File: config.mk
export PLATFORM = sky130hd
export DESIGN_NAME = keypad_entry_ctrl
export DESIGN_NICKNAME = d
export VERILOG_FILES = /design/src/rtl/keypad_entry_ctrl.sv
export SDC_FILE = /design/constraint.sdc
export NUM_CORES = 1
export LEC_CHECK = 0
export BUFFER_PORTS_ARGS = -buffer_cell sky130_fd_sc_hd__buf_4
export CAP_MARGIN = 40
export CELL_PAD_IN_SITES_DETAIL_PLACEMENT = 1
export CELL_PAD_IN_SITES_GLOBAL_PLACEMENT = 2
export CORE_UTILIZATION = 34
export DETAILED_ROUTE_END_ITERATION = 12
export PLACE_DENSITY_LB_ADDON = 0.05
export SKIP_LAST_GASP = 1
export SLEW_MARGIN = 30
export SYNTH_ARGS = -nofsm -noshare
export SYNTH_HDL_FRONTEND = slang
export SYNTH_SLANG_ARGS = --single-unit
File: constraint.sdc
create_clock -name clk -period 4 [get_ports clk]
set_input_delay 0.2 -clock clk [delete_from_list [all_inputs] [get_ports clk]]
set_output_delay 0.2 -clock clk [all_outputs]
set_load 0.02 [all_outputs]
File: src/rtl/keypad_entry_ctrl.sv
// keypad_entry_ctrl: assembles two decimal operands from decoded key events
// and hands them to the datapath through a req/ack handshake.
module keypad_entry_ctrl #(
    parameter int          MAX_DIGITS     = 3,
    parameter int          WIDTH          = 10,
    parameter int unsigned TIMEOUT_CYCLES = 270_000_000
) (
    input  logic             clk,
    input  logic             n_reset,
    input  logic [3:0]       key_code,
    input  logic             key_valid,
    input  logic             ack,
    output logic [WIDTH-1:0] operand_a,
    output logic [WIDTH-1:0] operand_b,
    output logic             req,
    output logic [WIDTH-1:0] disp_value,
    output logic [1:0]       digit_count,
    output logic [1:0]       state_o,
    output logic             key_reject
);
    localparam logic [1:0] ENTER_A  = 2'd0;
    localparam logic [1:0] ENTER_B  = 2'd1;
    localparam logic [1:0] WAIT_ACK = 2'd2;
    localparam logic [1:0] DONE     = 2'd3;

    logic [1:0]       state;
    logic [WIDTH-1:0] acc;
    logic [1:0]       count;
    logic             key_prev;
    logic [31:0]      tcnt;
    logic             ev, is_digit, is_enter, is_bs, is_clr, timer_run, timeout, full;

    assign ev        = key_valid & ~key_prev;
    assign is_digit  = key_code <= 4'd9;
    assign is_enter  = key_code == 4'hA || key_code == 4'hE;
    assign is_bs     = key_code == 4'hC;
    assign is_clr    = key_code == 4'hD;
    assign timer_run = state == ENTER_B || (state == ENTER_A && count != 2'd0);
    // a key event restarts the timer, so it always beats a same-cycle expiry
    assign timeout   = TIMEOUT_CYCLES != 0 && timer_run && !ev && tcnt == TIMEOUT_CYCLES - 1;
    assign full      = timeout || (ev && is_clr);

    assign disp_value  = state[1] ? operand_b : acc;
    assign digit_count = count;
    assign state_o     = state;

    always_ff @(posedge clk or negedge n_reset) begin
        if (!n_reset) begin
            state      <= ENTER_A;
            acc        <= '0;
            count      <= 2'd0;
            operand_a  <= '0;
            operand_b  <= '0;
            req        <= 1'b0;
            key_reject <= 1'b0;
            key_prev   <= 1'b0;
            tcnt       <= '0;
        end else begin
            key_prev   <= key_valid;
            key_reject <= 1'b0;
            if (ev)
                tcnt <= '0;
            else if (timer_run && TIMEOUT_CYCLES != 0)
                tcnt <= tcnt + 32'd1;
            if (full) begin
                state     <= ENTER_A;
                acc       <= '0;
                count     <= 2'd0;
                operand_a <= '0;
                operand_b <= '0;
                req       <= 1'b0;
                tcnt      <= '0;
            end else begin
                case (state)
                    ENTER_A, ENTER_B: if (ev) begin
                        if (is_digit) begin
                            if (count == 2'(MAX_DIGITS))
                                key_reject <= 1'b1;
                            else begin
                                acc   <= (acc << 3) + (acc << 1) + WIDTH'(key_code);
                                count <= count + 2'd1;
                            end
                        end else if (is_bs) begin
                            if (count == 2'd0)
                                key_reject <= 1'b1;
                            else begin
                                acc   <= WIDTH'(acc / 10);
                                count <= count - 2'd1;
                            end
                        end else if (is_enter) begin
                            if (count == 2'd0)
                                key_reject <= 1'b1;
                            else begin
                                acc   <= '0;
                                count <= 2'd0;
                                if (state == ENTER_A) begin
                                    operand_a <= acc;
                                    state     <= ENTER_B;
                                end else begin
                                    operand_b <= acc;
                                    req       <= 1'b1;
                                    state     <= WAIT_ACK;
                                end
                            end
                        end else if (key_code == 4'hB)
                            key_reject <= 1'b1;
                    end
                    WAIT_ACK: begin
                        if (ev)
                            key_reject <= 1'b1;
                        if (ack) begin
                            req   <= 1'b0;
                            state <= DONE;
                        end
                    end
                    default: if (ev && is_digit) begin
                        operand_a <= '0;
                        operand_b <= '0;
                        acc       <= WIDTH'(key_code);
                        count     <= 2'd1;
                        state     <= ENTER_A;
                    end
                endcase
            end
        end
    end
endmodule

# Word level (Yosys, flattened, before mapping)
# Cells that the tools add are included.
# Widths: inputs -> output; s select.
[totals] inputBits=8 ff_bits=69 out_inout_bits=36 elab_cells=131
[op_classes] n_lt_le_gt_ge=1 n_addsub=5 bitwise_logic=2 reduce_logical=22 div=1 n_eq_ne=21 mux=70
[op_table] op="$mux 10" n=25
[op_table] op="$mux 32" n=3
[op_table] op="$pmux 10 s2" n=3
[op_table] op="$mux 2" n=18
[op_table] op="$add 32x1->32 const B" n=1
[op_table] op="$div 10x4->32 const B" n=1
[op_table] op="$eq 32x29->1 const B" n=1
[op_table] op="$ne 3x3->1 const B" n=8
[op_table] op="$reduce_and 8->1" n=3
[op_table] op="$eq 4x4->1 const B" n=5
[op_table] op="$mux 1" n=17
[op_table] op="$add 10x10->10" n=1
[op_table] op="$add 10x4->10" n=1
[op_table] op="$reduce_bool 3->1" n=3
[op_table] op="$ne 4x4->1 const B" n=2
[op_table] op="$pmux 2 s2" n=2
[op_table] op="$reduce_and 7->1" n=1
[op_table] op="$reduce_and 6->1" n=1
[op_table] op="$logic_and 1x1->1" n=5
[op_table] op="$ne 5x5->1 const B" n=1
[op_table] op="$eq 2x2->1 const B" n=2
[op_table] op="$le 4x4->1 const B" n=1
[op_table] op="$logic_not 2->1" n=2
[op_table] op="$pmux 1 s2" n=2
[op_table] op="other kinds (11)" n=13

# Depth between registers and ports, before layout
[logic_depth] ltp_word=9 depth_mapped=18 depth_no_buf=14

# Worst setup path after synthesis
# OpenSTA, ideal clock, no wires.
[synth_path] kind="reg2reg" startpoint="reg acc[8]" endpoint="reg acc[0]" stages_incl_launch_ff=17 path_slack_ps=-216 setup_time_ps=145 synth_period_minus_slack_ps=4216 arrival_ps=4071 path_buffers=2 required_time_ps=3855 cell_sequence="dfrtp_1 > buf_4 > nor2_1 > inv_1 > ha_1 > nand2b_1 > a21boi_1 > or3_1 > buf_6 > maj3_2 > a211oi_4 > nor3_2 > a2111oi_4 > o221a_1 > o221ai_2 > o41ai_2 > a41oi_1"
[synth_via] elab_chain_cells=7
[synth_lines] item="from (decl)" line_no="27" source="logic [WIDTH-1:0] acc;"
[synth_lines] item="from (signal assigned)" line_no="80" source="acc <= (acc << 3) + (acc << 1) + WIDTH'(key_code);"
[synth_lines] item="from (signal assigned)" line_no="87" source="acc <= WIDTH'(acc / 10);"
[synth_lines] item="from (signal assigned)" line_no="119" source="acc <= WIDTH'(key_code);"
[synth_lines] item="$div 10x4->32" line_no="87"
[synth_lines] item="$mux 10" line_no="84" source="if (count == 2'd0)"
[synth_lines] item="$mux 10" line_no="83" source="end else if (is_bs) begin"
[synth_lines] item="$mux 10" line_no="76" source="if (is_digit) begin"
[synth_lines] item="$mux 10" line_no="75" source="ENTER_A, ENTER_B: if (ev) begin"
[synth_lines] item="$pmux 10 s2" line_no="74" source="case (state)"
[synth_lines] item="$mux 10" line_no="65" source="if (full) begin"
# Every way passes these cells. The select of a mux whose other input is x is not followed.
# A chain may end at the register's enable or synchronous reset.

# Worst setup path after layout
# Same ends and word-level chain as after synthesis.

==> impl_metrics.env <==
export IMPL_status="complete, no violations"
export IMPL_grt_pass1_vias=4866
export IMPL_clock_power_share_pct=12.8
export IMPL_power_frac_comb_pct=70.6
export IMPL_syn2layout_area_growth_pct=21.5
export IMPL_drt_antenna_violating_nets=0
export IMPL_synthFlopType="dfrtp_1"
export IMPL_cts_tree="built"
export IMPL_finalNetCount=690
export IMPL_globalplace_congestion=0.855
export IMPL_fmax_mhz=261
export IMPL_p_int_uw=3310
export IMPL_worstMarginPinSlew_ns=0.779
export IMPL_hold_violations=0
export IMPL_cts_buffers=9
export IMPL_dp_slack_ns=0.0128
export IMPL_initial_utilization_pct=35.3
export IMPL_r2r_slack_ns=0.16
export IMPL_post_route_min_period_ns=3.84
export IMPL_setup_worst_path_class="flop to flop"
export IMPL_p_total_uw=6280
export IMPL_fin_area_um2=6330
export IMPL_powerDensity_nw_per_um2=992
export IMPL_leakagePower_uw=0.00287
export IMPL_diodes=0
export IMPL_worstPathArrival_ns=4.04
export IMPL_ys_seq_area_share_pct=33.1
export IMPL_hold_class="input pin to flop"
export IMPL_clock_sinks=69
export IMPL_setup_viol=0
export IMPL_switchingPower_uw=2970
export IMPL_dp_hpwl_um=11700
export IMPL_synthCells=597
export IMPL_grt_overflow=0
export IMPL_cts_htree_levels=3
export IMPL_drive_gt1_share_pct=23.1
export IMPL_die_area_um2=15800
export IMPL_p_seq_share_pct=16.6
export IMPL_track_usage_pct=21.2
export IMPL_post_route_period_util_pct=95.9
export IMPL_wl_per_cell_um=18.7
export IMPL_start_kind="flop"
export IMPL_rows=44
export IMPL_synthesis_nets=629
export IMPL_relSlewSlack_pct=47.5
export IMPL_slew_violations=0
export IMPL_crit_fanout=11
export IMPL_irDropWorstVdd_v=0.000498
export IMPL_maxCapViolations=0
export IMPL_wirelength_um=15800
export IMPL_async_reset_ff_share_pct=100
export IMPL_top_level_ports=44
export IMPL_cp_required_ns=4.20
export IMPL_routed_via_count=4707
export IMPL_drc=0
export IMPL_synth_seq_cells=69
export IMPL_final_cell_mix="buf_4, dfrtp_1, nor2_1"
export IMPL_clock_latency_ns=0.34
export IMPL_grt_max_degree=38
export IMPL_clkSlewWorstSetupHoldPaths_ns=0.06
export IMPL_synth_edf_count=0
export IMPL_timing_final_ws_setup_ns=0.163
export IMPL_viasPerCell=5.56
export IMPL_antenna_found_initial=0
export IMPL_yosys_warnings=0
export IMPL_grt_pass1_wl_um=26700
export IMPL_dr_pass1_iters=4
export IMPL_p_sw_share_pct=47.2
export IMPL_cp_end_kind="flop"
export IMPL_final_common_cell="buf_4"
export IMPL_skew_ns=0.00723
export IMPL_initialDrtViolationCount=271
export IMPL_fp_dieW_um=126
export IMPL_die_y_um=126
export IMPL_netlist_area_um2=5210
export IMPL_ys_types=80
export IMPL_synth_avg_cell_area_um2=8.73
export IMPL_rsz0062_at_grt="true"
export IMPL_cts_path_max_buffers=2
export IMPL_io_buffers=43
export IMPL_cts_root_buffer_cell="clkbuf_16"
export IMPL_core_area_um2=14800
export IMPL_placedInstanceArea_um2=5900
[synthesized netlist by cell type (all sizes together), types with 6 or more instances]
| cell | n | share of area [%] |
|---|---|---|
| a21o | 10 | 1.4 |
| a21oi | 29 | 2.8 |
| and2 | 12 | 1.5 |
| and3 | 8 | 0.96 |
| buf | 8 | 1.2 |
| clkbuf | 26 | 1.9 |
| dfrtp | 69 | 33 |
| ha | 22 | 5.3 |
| inv | 15 | 1.1 |
| mux2 | 27 | 5.8 |
| nand2 | 58 | 4.2 |
| nand2b | 9 | 1.1 |
| nand3 | 23 | 2.2 |
| nand4 | 7 | 0.84 |
| nor2 | 69 | 5.0 |
| nor2b | 6 | 0.86 |
| nor3 | 16 | 1.7 |
| nor4 | 6 | 0.72 |
| o211ai | 6 | 0.96 |
| o21ai | 25 | 2.4 |
| o21bai | 6 | 0.86 |
| o31ai | 10 | 1.4 |
| or3 | 6 | 0.72 |
| xnor2 | 16 | 2.8 |
| xor2 | 26 | 4.4 |
[logic make-up (layout without fill, tap and decap cells)]
kind of cell / Yosys count / after routing / share of synthesized area [%]
compound gates: 142 / 142 / 20.1
xor+xnor: 42 / 42 / 7.20
fa+ha+maj: 26 / 26 / 6.46
buf+inv: 51 / 116 / 4.25
flops: 69 / 69 / 33.1
mux: 30 / 30 / 6.41
simple gates: 237 / 237 / 22.5
[state kept, by name, indices dropped and copies added, names as in the netlist]
| name | flops |
|---|---|
| operand_a | 10 |
| acc | 10 |
| operand_b | 10 |
| key_prev | 1 |
| tcnt | 32 |
| digit_count | 2 |
| req | 1 |
| state_o | 2 |
| key_reject | 1 |
[cell type report]
class	count	area [um^2]
repair buffers	84	668
fillers	1718	8420
clock buffers	10	229
well taps	184	230
clock inverters	5	60.1
inverters	17	63.8
flip-flops and latches	69	1730
multi-input cells	477	3360
[metrics by stage]
step / utilization (%) / instances / hold WS, ns / TNS, ns
floorplan: - / 597 / -0.0956 / 0
CTS: 42.1 / 840 / 0.252 / 0
global placement: 39.9 / 822 / 0.327 / 0
detailed placement: 40.0 / 823 / 0.213 / 0
global route: 42.9 / 846 / 0.266 / -0.0239
finish: 42.9 / 846 / 0.259 / 0
[path summary, 6_finish.rpt]
check / start / to / cells after the start
setup reg to reg: acc[8] / acc[0] / 17
max in group asynchronous: n_reset / operand_b[3] / 3
setup / recovery: acc[8] / acc[0] / 17
hold reg to reg: operand_a[8] / operand_a[8] / 1
min in group asynchronous: n_reset / tcnt[24] / 2
hold / removal: key_code[2] / acc[2] / 4
[metal layers]
metal  vias to the layer above  share of wire (%)  GRT usage, %
met1                      2342                 51          31.5
met4                         0               0.72          4.61
met3                         7                4.0          4.25
li1                       2284                  -             -
met5                         -                  0             0
met2                        74                 44          31.7
[power by group through the flow]
stage          registers (uW)  clock network [uW]  logic (uW)
2_1_floorplan            1110                   0        2800
3_3_place_gp             1040                   0        4020
3_5_place_dp             1050                   0        4100
4_1_cts                  1040                 826        4130
5_1_grt                  1070                 849        4880
6_report                 1040                 805        4440
[what timing repair did]
item / CTS / global route
pin swaps: 0 / 6
resized for setup: 1 / 14
endpoints found under the hold margin: 37 / 0
hold buffers: 2 / 0
endpoints found under the setup margin: 1 / 2
setup buffers: 0 / 6
[worst max-delay path: stages (launching register included)]
cell,delay (ns)
dfrtp_1,0.39
nor2_2,0.13
inv_1,0.09
ha_4,0.29
nand2b_4,0.14
a21boi_1,0.10
or3_4,0.41
buf_6,0.16
buf_4,0.16
a31oi_2,0.17
o31ai_2,0.10
a21o_1,0.25
a2111oi_4,0.46
buf_6,0.19
xnor2_1,0.14
nor2_1,0.07
o41ai_2,0.30
a41oi_1,0.15
No activity file was read; power rests on OpenSTA's default activity.
